<file path="config.mk">
export PLATFORM = sky130hd
export DESIGN_NAME = exe_muldiv_unit_flat
export DESIGN_NICKNAME = d
export VERILOG_FILES = /design/src/rtl/exe_muldiv_unit_if.sv /design/src/rtl/exe_muldiv_unit.sv /design/src/flat_wrapper.sv
export SDC_FILE = /design/constraint.sdc
export NUM_CORES = 2
export LEC_CHECK = 0
export ABC_CLOCK_PERIOD_IN_PS = 8900
export CORE_MARGIN = 2
export CORE_UTILIZATION = 35
export CTS_BUF_LIST = sky130_fd_sc_hd__clkbuf_4 sky130_fd_sc_hd__clkbuf_8 sky130_fd_sc_hd__clkbuf_16
export CTS_CLUSTER_DIAMETER = 150
export DETAILED_ROUTE_END_ITERATION = 12
export GPL_ROUTABILITY_DRIVEN = 0
export PLACE_DENSITY = 0.53
export SETUP_SLACK_MARGIN = 0.15
export SYNTH_ARGS = -nofsm -noshare
export SYNTH_HDL_FRONTEND = slang
export SYNTH_SLANG_ARGS = --single-unit
</file>
<file path="constraint.sdc">
create_clock -name clk -period 8.9 [get_ports clk]
set_clock_uncertainty 0.2 [all_clocks]
set_input_delay 1.78 -clock clk [delete_from_list [all_inputs] [get_ports clk]]
set_output_delay 1.78 -clock clk [all_outputs]
set_load 0.01 [all_outputs]
</file>
<file path="src/rtl/exe_muldiv_unit_if.sv">
// HI/LO multiply/divide unit bus: EXE-stage request side and result/stall side.
interface exe_muldiv_unit_if #(
   parameter int unsigned WIDTH = 32
) ();
   logic             EXE_Flush;
   logic             EXE_Wr;
   logic             EXE_MulDivReq;
   logic [1:0]       EXE_MulDivOp;
   logic [WIDTH-1:0] EXE_BusA;
   logic [WIDTH-1:0] EXE_BusB;
   logic             MD_Stall;
   logic             MD_Done;
   logic [WIDTH-1:0] MD_Hi;
   logic [WIDTH-1:0] MD_Lo;

   // Pipeline / hazard side drives requests and observes results.
   modport master (
      output EXE_Flush, EXE_Wr, EXE_MulDivReq, EXE_MulDivOp, EXE_BusA, EXE_BusB,
      input  MD_Stall, MD_Done, MD_Hi, MD_Lo
   );

   // The arithmetic unit itself.
   modport slave (
      input  EXE_Flush, EXE_Wr, EXE_MulDivReq, EXE_MulDivOp, EXE_BusA, EXE_BusB,
      output MD_Stall, MD_Done, MD_Hi, MD_Lo
   );
endinterface

</file>
<file path="src/rtl/exe_muldiv_unit.sv">
// Multi-cycle HI/LO unit for the EXE stage: pipelined multiply, radix-2 restoring divide.
// Signed operations run on magnitudes; result signs are applied at the end.
module exe_muldiv_unit #(
   parameter int unsigned WIDTH      = 32,
   parameter int unsigned MUL_STAGES = 1
) (
   input logic              clk,
   input logic              rst,
   exe_muldiv_unit_if.slave bus
);
   localparam int unsigned CntW = $clog2(WIDTH);

   typedef enum logic [2:0] {StIdle, StMul, StDiv, StFix, StDone} state_e;

   state_e             state_q;
   logic [CntW-1:0]    cnt_q;
   logic [WIDTH-1:0]   opa_q;     // multiplicand magnitude, or dividend/quotient shift reg
   logic [WIDTH-1:0]   opb_q;     // multiplier / divisor magnitude
   logic [WIDTH-1:0]   rem_q;
   logic               res_neg_q; // negate product or quotient
   logic               rem_neg_q; // negate remainder
   logic               done_q;
   logic [WIDTH-1:0]   hi_q;
   logic [WIDTH-1:0]   lo_q;

   logic               op_signed, a_neg, b_neg;
   logic [WIDTH-1:0]   a_mag, b_mag;
   logic [2*WIDTH-1:0] prod_raw, prod, mul_res;
   logic [WIDTH:0]     part;
   logic               fits;
   logic [WIDTH-1:0]   rem_nxt, quo_nxt, lo_fix, hi_fix;

   // Operand magnitudes, product, one restoring-divide step and final sign fix-up.
   always_comb begin
      op_signed = ~bus.EXE_MulDivOp[0];
      a_neg     = op_signed & bus.EXE_BusA[WIDTH-1];
      b_neg     = op_signed & bus.EXE_BusB[WIDTH-1];
      a_mag     = a_neg ? -bus.EXE_BusA : bus.EXE_BusA;
      b_mag     = b_neg ? -bus.EXE_BusB : bus.EXE_BusB;
      prod_raw  = {{WIDTH{1'b0}}, opa_q} * {{WIDTH{1'b0}}, opb_q};
      prod      = res_neg_q ? -prod_raw : prod_raw;
      part      = {rem_q, opa_q[WIDTH-1]};
      fits      = part >= {1'b0, opb_q};
      rem_nxt   = fits ? (part[WIDTH-1:0] - opb_q) : part[WIDTH-1:0];
      quo_nxt   = {opa_q[WIDTH-2:0], fits};
      lo_fix    = res_neg_q ? -opa_q : opa_q;
      hi_fix    = rem_neg_q ? -rem_q : rem_q;
   end

   if (MUL_STAGES == 1) begin : g_mul_direct
      // Single stage: the result register on entry to DONE is the only product stage.
      always_comb mul_res = prod;
   end else begin : g_mul_pipe
      logic [2*WIDTH-1:0] pipe_q [MUL_STAGES-1];

      // Free-running product pipeline; operands stay stable for the whole MUL phase.
      always_ff @(posedge clk or negedge rst) begin
         if (!rst) begin
            for (int i = 0; i < MUL_STAGES - 1; i++) pipe_q[i] <= '0;
         end else begin
            pipe_q[0] <= prod;
            for (int i = 1; i < MUL_STAGES - 1; i++) pipe_q[i] <= pipe_q[i-1];
         end
      end

      always_comb mul_res = pipe_q[MUL_STAGES-2];
   end

   // Stall covers the request cycle in IDLE and all busy states, never while in reset.
   always_comb begin
      bus.MD_Stall = rst & ((state_q == StIdle & bus.EXE_MulDivReq) |
                            state_q == StMul | state_q == StDiv | state_q == StFix);
      bus.MD_Done  = done_q;
      bus.MD_Hi    = hi_q;
      bus.MD_Lo    = lo_q;
   end

   // Control FSM with registered results; flush wins over everything else.
   always_ff @(posedge clk or negedge rst) begin
      if (!rst) begin
         state_q   <= StIdle;
         cnt_q     <= '0;
         opa_q     <= '0;
         opb_q     <= '0;
         rem_q     <= '0;
         res_neg_q <= 1'b0;
         rem_neg_q <= 1'b0;
         done_q    <= 1'b0;
         hi_q      <= '0;
         lo_q      <= '0;
      end else if (bus.EXE_Flush) begin
         state_q <= StIdle;
         done_q  <= 1'b0;
      end else begin
         unique case (state_q)
            StIdle: begin
               if (bus.EXE_MulDivReq) begin
                  opa_q     <= a_mag;
                  opb_q     <= b_mag;
                  rem_q     <= '0;
                  cnt_q     <= '0;
                  rem_neg_q <= a_neg;
                  if (bus.EXE_MulDivOp[1]) begin
                     // Divide by zero keeps the all-ones quotient unsigned-looking.
                     res_neg_q <= (a_neg ^ b_neg) & (bus.EXE_BusB != '0);
                     state_q   <= StDiv;
                  end else begin
                     res_neg_q <= a_neg ^ b_neg;
                     state_q   <= StMul;
                  end
               end
            end
            StMul: begin
               cnt_q <= cnt_q + CntW'(1);
               if (cnt_q == CntW'(MUL_STAGES - 1)) begin
                  {hi_q, lo_q} <= mul_res;
                  done_q       <= 1'b1;
                  state_q      <= StDone;
               end
            end
            StDiv: begin
               rem_q <= rem_nxt;
               opa_q <= quo_nxt;
               cnt_q <= cnt_q + CntW'(1);
               if (cnt_q == CntW'(WIDTH - 1)) state_q <= StFix;
            end
            StFix: begin
               hi_q    <= hi_fix;
               lo_q    <= lo_fix;
               done_q  <= 1'b1;
               state_q <= StDone;
            end
            StDone: begin
               if (bus.EXE_Wr) begin
                  done_q  <= 1'b0;
                  state_q <= StIdle;
               end
            end
            default: state_q <= StIdle;
         endcase
      end
   end
endmodule
</file>
<file path="src/flat_wrapper.sv">
// flat-port wrapper written by rule: the top's interface ports become plain ports
module exe_muldiv_unit_flat 
#(
   parameter int unsigned WIDTH      = 32,
   parameter int unsigned MUL_STAGES = 1
)
  (clk, rst, bus_EXE_Flush, bus_EXE_Wr, bus_EXE_MulDivReq, bus_EXE_MulDivOp, bus_EXE_BusA, bus_EXE_BusB, bus_MD_Stall, bus_MD_Done, bus_MD_Hi, bus_MD_Lo);
  exe_muldiv_unit_if #(.WIDTH(WIDTH)) bus_i ();
  input logic clk;
  input logic rst;
  input wire logic [$bits(bus_i.EXE_Flush)-1:0] bus_EXE_Flush;
  input wire logic [$bits(bus_i.EXE_Wr)-1:0] bus_EXE_Wr;
  input wire logic [$bits(bus_i.EXE_MulDivReq)-1:0] bus_EXE_MulDivReq;
  input wire logic [$bits(bus_i.EXE_MulDivOp)-1:0] bus_EXE_MulDivOp;
  input wire logic [$bits(bus_i.EXE_BusA)-1:0] bus_EXE_BusA;
  input wire logic [$bits(bus_i.EXE_BusB)-1:0] bus_EXE_BusB;
  output wire logic [$bits(bus_i.MD_Stall)-1:0] bus_MD_Stall;
  output wire logic [$bits(bus_i.MD_Done)-1:0] bus_MD_Done;
  output wire logic [$bits(bus_i.MD_Hi)-1:0] bus_MD_Hi;
  output wire logic [$bits(bus_i.MD_Lo)-1:0] bus_MD_Lo;
  assign bus_i.EXE_Flush = bus_EXE_Flush;
  assign bus_i.EXE_Wr = bus_EXE_Wr;
  assign bus_i.EXE_MulDivReq = bus_EXE_MulDivReq;
  assign bus_i.EXE_MulDivOp = bus_EXE_MulDivOp;
  assign bus_i.EXE_BusA = bus_EXE_BusA;
  assign bus_i.EXE_BusB = bus_EXE_BusB;
  assign bus_MD_Stall = bus_i.MD_Stall;
  assign bus_MD_Done = bus_i.MD_Done;
  assign bus_MD_Hi = bus_i.MD_Hi;
  assign bus_MD_Lo = bus_i.MD_Lo;
  exe_muldiv_unit #(.WIDTH(WIDTH), .MUL_STAGES(MUL_STAGES)) u_core (.clk(clk), .rst(rst), .bus(bus_i));
endmodule
</file>
==> flow_summary.rst <==
.. list-table::
   :header-rows: 1

   * - Metric
     - Value
   * - Crit path max fanout
     - 8
   * - FFs w/ async S/R, synth
     - 100%
   * - Part of the cycle the worst path needs
     - 99.1%
   * - Cell repeated most along the worst path
     - sky130_fd_sc_hd__fa_1
   * - Max cap viols
     - 0
   * - DRC
     - 0
   * - Number of levels the H-tree was split into
     - 4
   * - #FFs+latches synth
     - 171
   * - Wire length reported by the detailed router
     - 159 mm
   * - Cell type of the slowest stage on the worst timing path
     - sky130_fd_sc_hd__fa_1
   * - Net count reported at finish
     - 7232
   * - Number of vias in the routed layout
     - 39700
   * - Bufs on Longest Clock Path
     - 2
   * - Total clock buffers created by CTS
     - 17
   * - Core region area
     - 135000 um2
   * - Die height
     - 372 um
   * - Final worst hold slack
     - 0.270 ns
   * - Synth cell types
     - ~110
   * - Hold crit path type
     - reg2reg
   * - Die outline width
     - 372 um
   * - Clock tree from TritonCTS
     - done
   * - Nets in the synthesized netlist
     - 6874
   * - Delay of the slowest cell on the worst path
     - between 0.5 and 0.6 ns
   * - Total congestion overflow
     - 0
   * - Most common cell after layout, fill and taps aside
     - sky130_fd_sc_hd__inv_1
   * - Clock insertion delay at the later pin of the skew report
     - 0.53 ns
   * - Highest Clock Rate
     - 113 MHz
   * - Final core occ
     - a little over two fifths
   * - Remaining antenna violation count after routing
     - 0
   * - Data required time of the critical path
     - 9.14 ns
   * - Global Route Usage Sum
     - between 20% and 30%
   * - Placement Rows
     - ~140
   * - Final-layout fill cell count
     - 13600
   * - Total iterations of the first detailed-routing run
     - 6
   * - Run status
     - finished clean
   * - Initial antenna violation count
     - 16
   * - Sort of element at the end of the critical path
     - register
   * - Number of vias per cell
     - 5.12
   * - Fin. Hold Viols
     - 0
   * - Total die area
     - 139000 um2
   * - Mapped cell area
     - about 47000 um2
   * - Final total negative setup slack
     - 0 ns
   * - Most used cells in the layout excluding fill and tap cells
     - sky130_fd_sc_hd__inv_1 (939), sky130_fd_sc_hd__fa_1 (868), sky130_fd_sc_hd__nand2_1 (781)
   * - Input/output buffers
     - 136
   * - FF+latch area
     - 4300 um2
   * - Wire length of the first global-routing pass
     - 247 mm
   * - Sequential share of the synthesized area
     - 9.01%
   * - Number of primary I/O pins
     - between 100 and 150
   * - Unrepaired setup endpoints after global routing
     - yes
   * - Starting density of the core
     - 35.2%
   * - Count of final max-slew check failures
     - 0
   * - Kind of critical path
     - reg2reg
   * - Cell at the root of the clock tree
     - sky130_fd_sc_hd__clkbuf_16
   * - Cells after Synth
     - 5602
   * - Synth warn
     - 0
   * - Growth of design area from synthesis to finish
     - 19.5%
   * - Share of layout cells above drive strength 1
     - 14.5%
   * - Number of buffers inserted for hold repair after clock tree synthesis
     - 0
   * - Largest net degree at the start of global routing
     - 90
   * - Category of the worst setup path launch point
     - register
   * - Vias in the first global route
     - roughly 41000
   * - Arrival @ worst endpoint
     - just over 9 ns
   * - DR WL/cell
     - 20.5 um
   * - Iter 0 DRT Violations
     - between 2000 and 3000
   * - Design Area, Final
     - 56700 um2
   * - Clock-pin transition on the worst setup and hold timing paths
     - 0.09 ns
   * - Post-detail-place hpwl
     - ~130 mm
   * - Count of final setup violators
     - 0
   * - Syn Area/Cell
     - 8.47 um2
   * - Placed Area
     - 54000 um2
   * - Most common flop cell mapped by yosys
     - sky130_fd_sc_hd__dfrtp_1
   * - Post-synth EDFFs
     - 0
   * - CTS sink count
     - 171
   * - Minimum clock period after layout
     - 8.82 ns
   * - Worst-case headroom to the max-slew limit
     - 24.5%
   * - Multi-input gate area
     - 39600 um2
   * - Slew of the pin with the lowest slew margin
     - between 1 and 1.5 ns
==> routing by layer <==
| metal | track usage (%) | vias up | wire [um] |
|---|---|---|---|
| met5 | 0 | - | 40 |
| met1 | 31.3 | 20300 | 67700 |
| met4 | 7.23 | 6 | 5340 |
| met2 | 38.9 | 1054 | 76400 |
| met3 | 3.94 | 191 | 9680 |
| li1 | - | 18200 | - |
==> synthesized netlist by cell type, drive strengths merged, types with 24 or more instances <==
cell type | count | share of area (%)
inv | 955 | 7.6
fa | 897 | 38
nand2 | 787 | 6.2
and2 | 514 | 6.8
clkbuf | 311 | 2.5
ha | 304 | 8.0
o21ai | 287 | 3.0
nor2 | 244 | 1.9
a21oi | 195 | 2.1
dfrtp | 171 | 9.0
xnor2 | 130 | 2.4
xor2 | 107 | 2.0
a21o | 60 | 0.95
nor3 | 47 | 0.50
o31ai | 43 | 0.68
buf | 42 | 0.40
nand3 | 37 | 0.39
or3 | 35 | 0.47
nand2b | 33 | 0.43
nand4 | 33 | 0.48
o22ai | 32 | 0.42
o41ai | 24 | 0.54
==> worst paths after layout <==
path,slack (ns),depth (start not counted),start,end
setup / recovery,0.08,31,u_core.opa_q[18],u_core.bus.MD_Hi[29]
hold / removal,0.27,2,u_core.bus.MD_Hi[20],u_core.bus.MD_Hi[20]
setup reg to reg,0.08,31,u_core.opa_q[18],u_core.bus.MD_Hi[29]
hold reg to reg,0.27,2,u_core.bus.MD_Hi[20],u_core.bus.MD_Hi[20]
max in group asynchronous,5.23,3,rst,u_core.opb_q[5]
min in group asynchronous,1.05,1,rst,u_core.bus.MD_Hi[24]
==> cell type report <==
type / count / area share (%)
clock buffers: 17 / 0.750
multi-input cells: 4123 / 69.7
diodes: 6 / 0.0265
well taps: 1781 / 3.93
inverters: 956 / 6.32
repair buffers: 691 / 11.4
flip-flops and latches: 171 / 7.58
clock inverters: 15 / 0.298
==> stage by stage <==
step / std cells / worst slack (ns)
4_1_cts: 7730 / 0.0777
2_1_floorplan: 5602 / 0.184
5_1_grt: 7754 / -0.169
3_3_place_gp: 7648 / -0.451
6_report: 7760 / 0.0838
3_5_place_dp: 7648 / -0.362
==> registers in the layout, summed over array words and instances (netlist names) <==
signal / flops
u_core.bus.MD_Done: 1
u_core.bus.MD_Hi: 32
u_core.bus.MD_Lo: 32
u_core.cnt_q: 5
u_core.opa_q: 32
u_core.opb_q: 32
u_core.rem_neg_q: 1
u_core.rem_q: 32
u_core.res_neg_q: 1
u_core.state_q: 3
==> worst max-delay path, delay by kind of cell, from the launching register on <==
family | cells | cell delay, ns
buf+inv | 8 | 0.88
simple gates | 6 | 1.47
fa+ha+maj | 9 | 4.25
compound gates | 7 | 1.34
flops | 1 | 0.45
xor+xnor | 1 | 0.14
==> repair_timing <==
action | 4_1_cts | 5_1_grt
gates resized for setup | 165 | 159
setup buffers | 44 | 24
cloned | 6 | 1
pin swaps | 116 | 78
setup endpoints to repair | 34 | 40
endpoints found under the hold margin | 0 | 0
==> kinds of logic (layout without fill, tap and decap cells) <==
| kind of cell | after synthesis | after routing | share of synthesized area, % |
|---|---|---|---|
| buffers and inverters | 1309 | 1679 | 10.4 |
| muxes | 16 | 16 | 0.374 |
| and+or+nand+nor | 1848 | 1849 | 19.1 |
| adders and majority gates | 1201 | 1201 | 45.8 |
| DFF | 171 | 171 | 9.01 |
| xor gates and xnor gates | 237 | 237 | 4.37 |
| AOI/OAI and AO/OA | 820 | 820 | 10.9 |
| other | 0 | 6 | 0 |
Power is left out: the tool's default activity adds up to more than one toggle a clock period on the data nets, which glitch-free logic cannot reach.
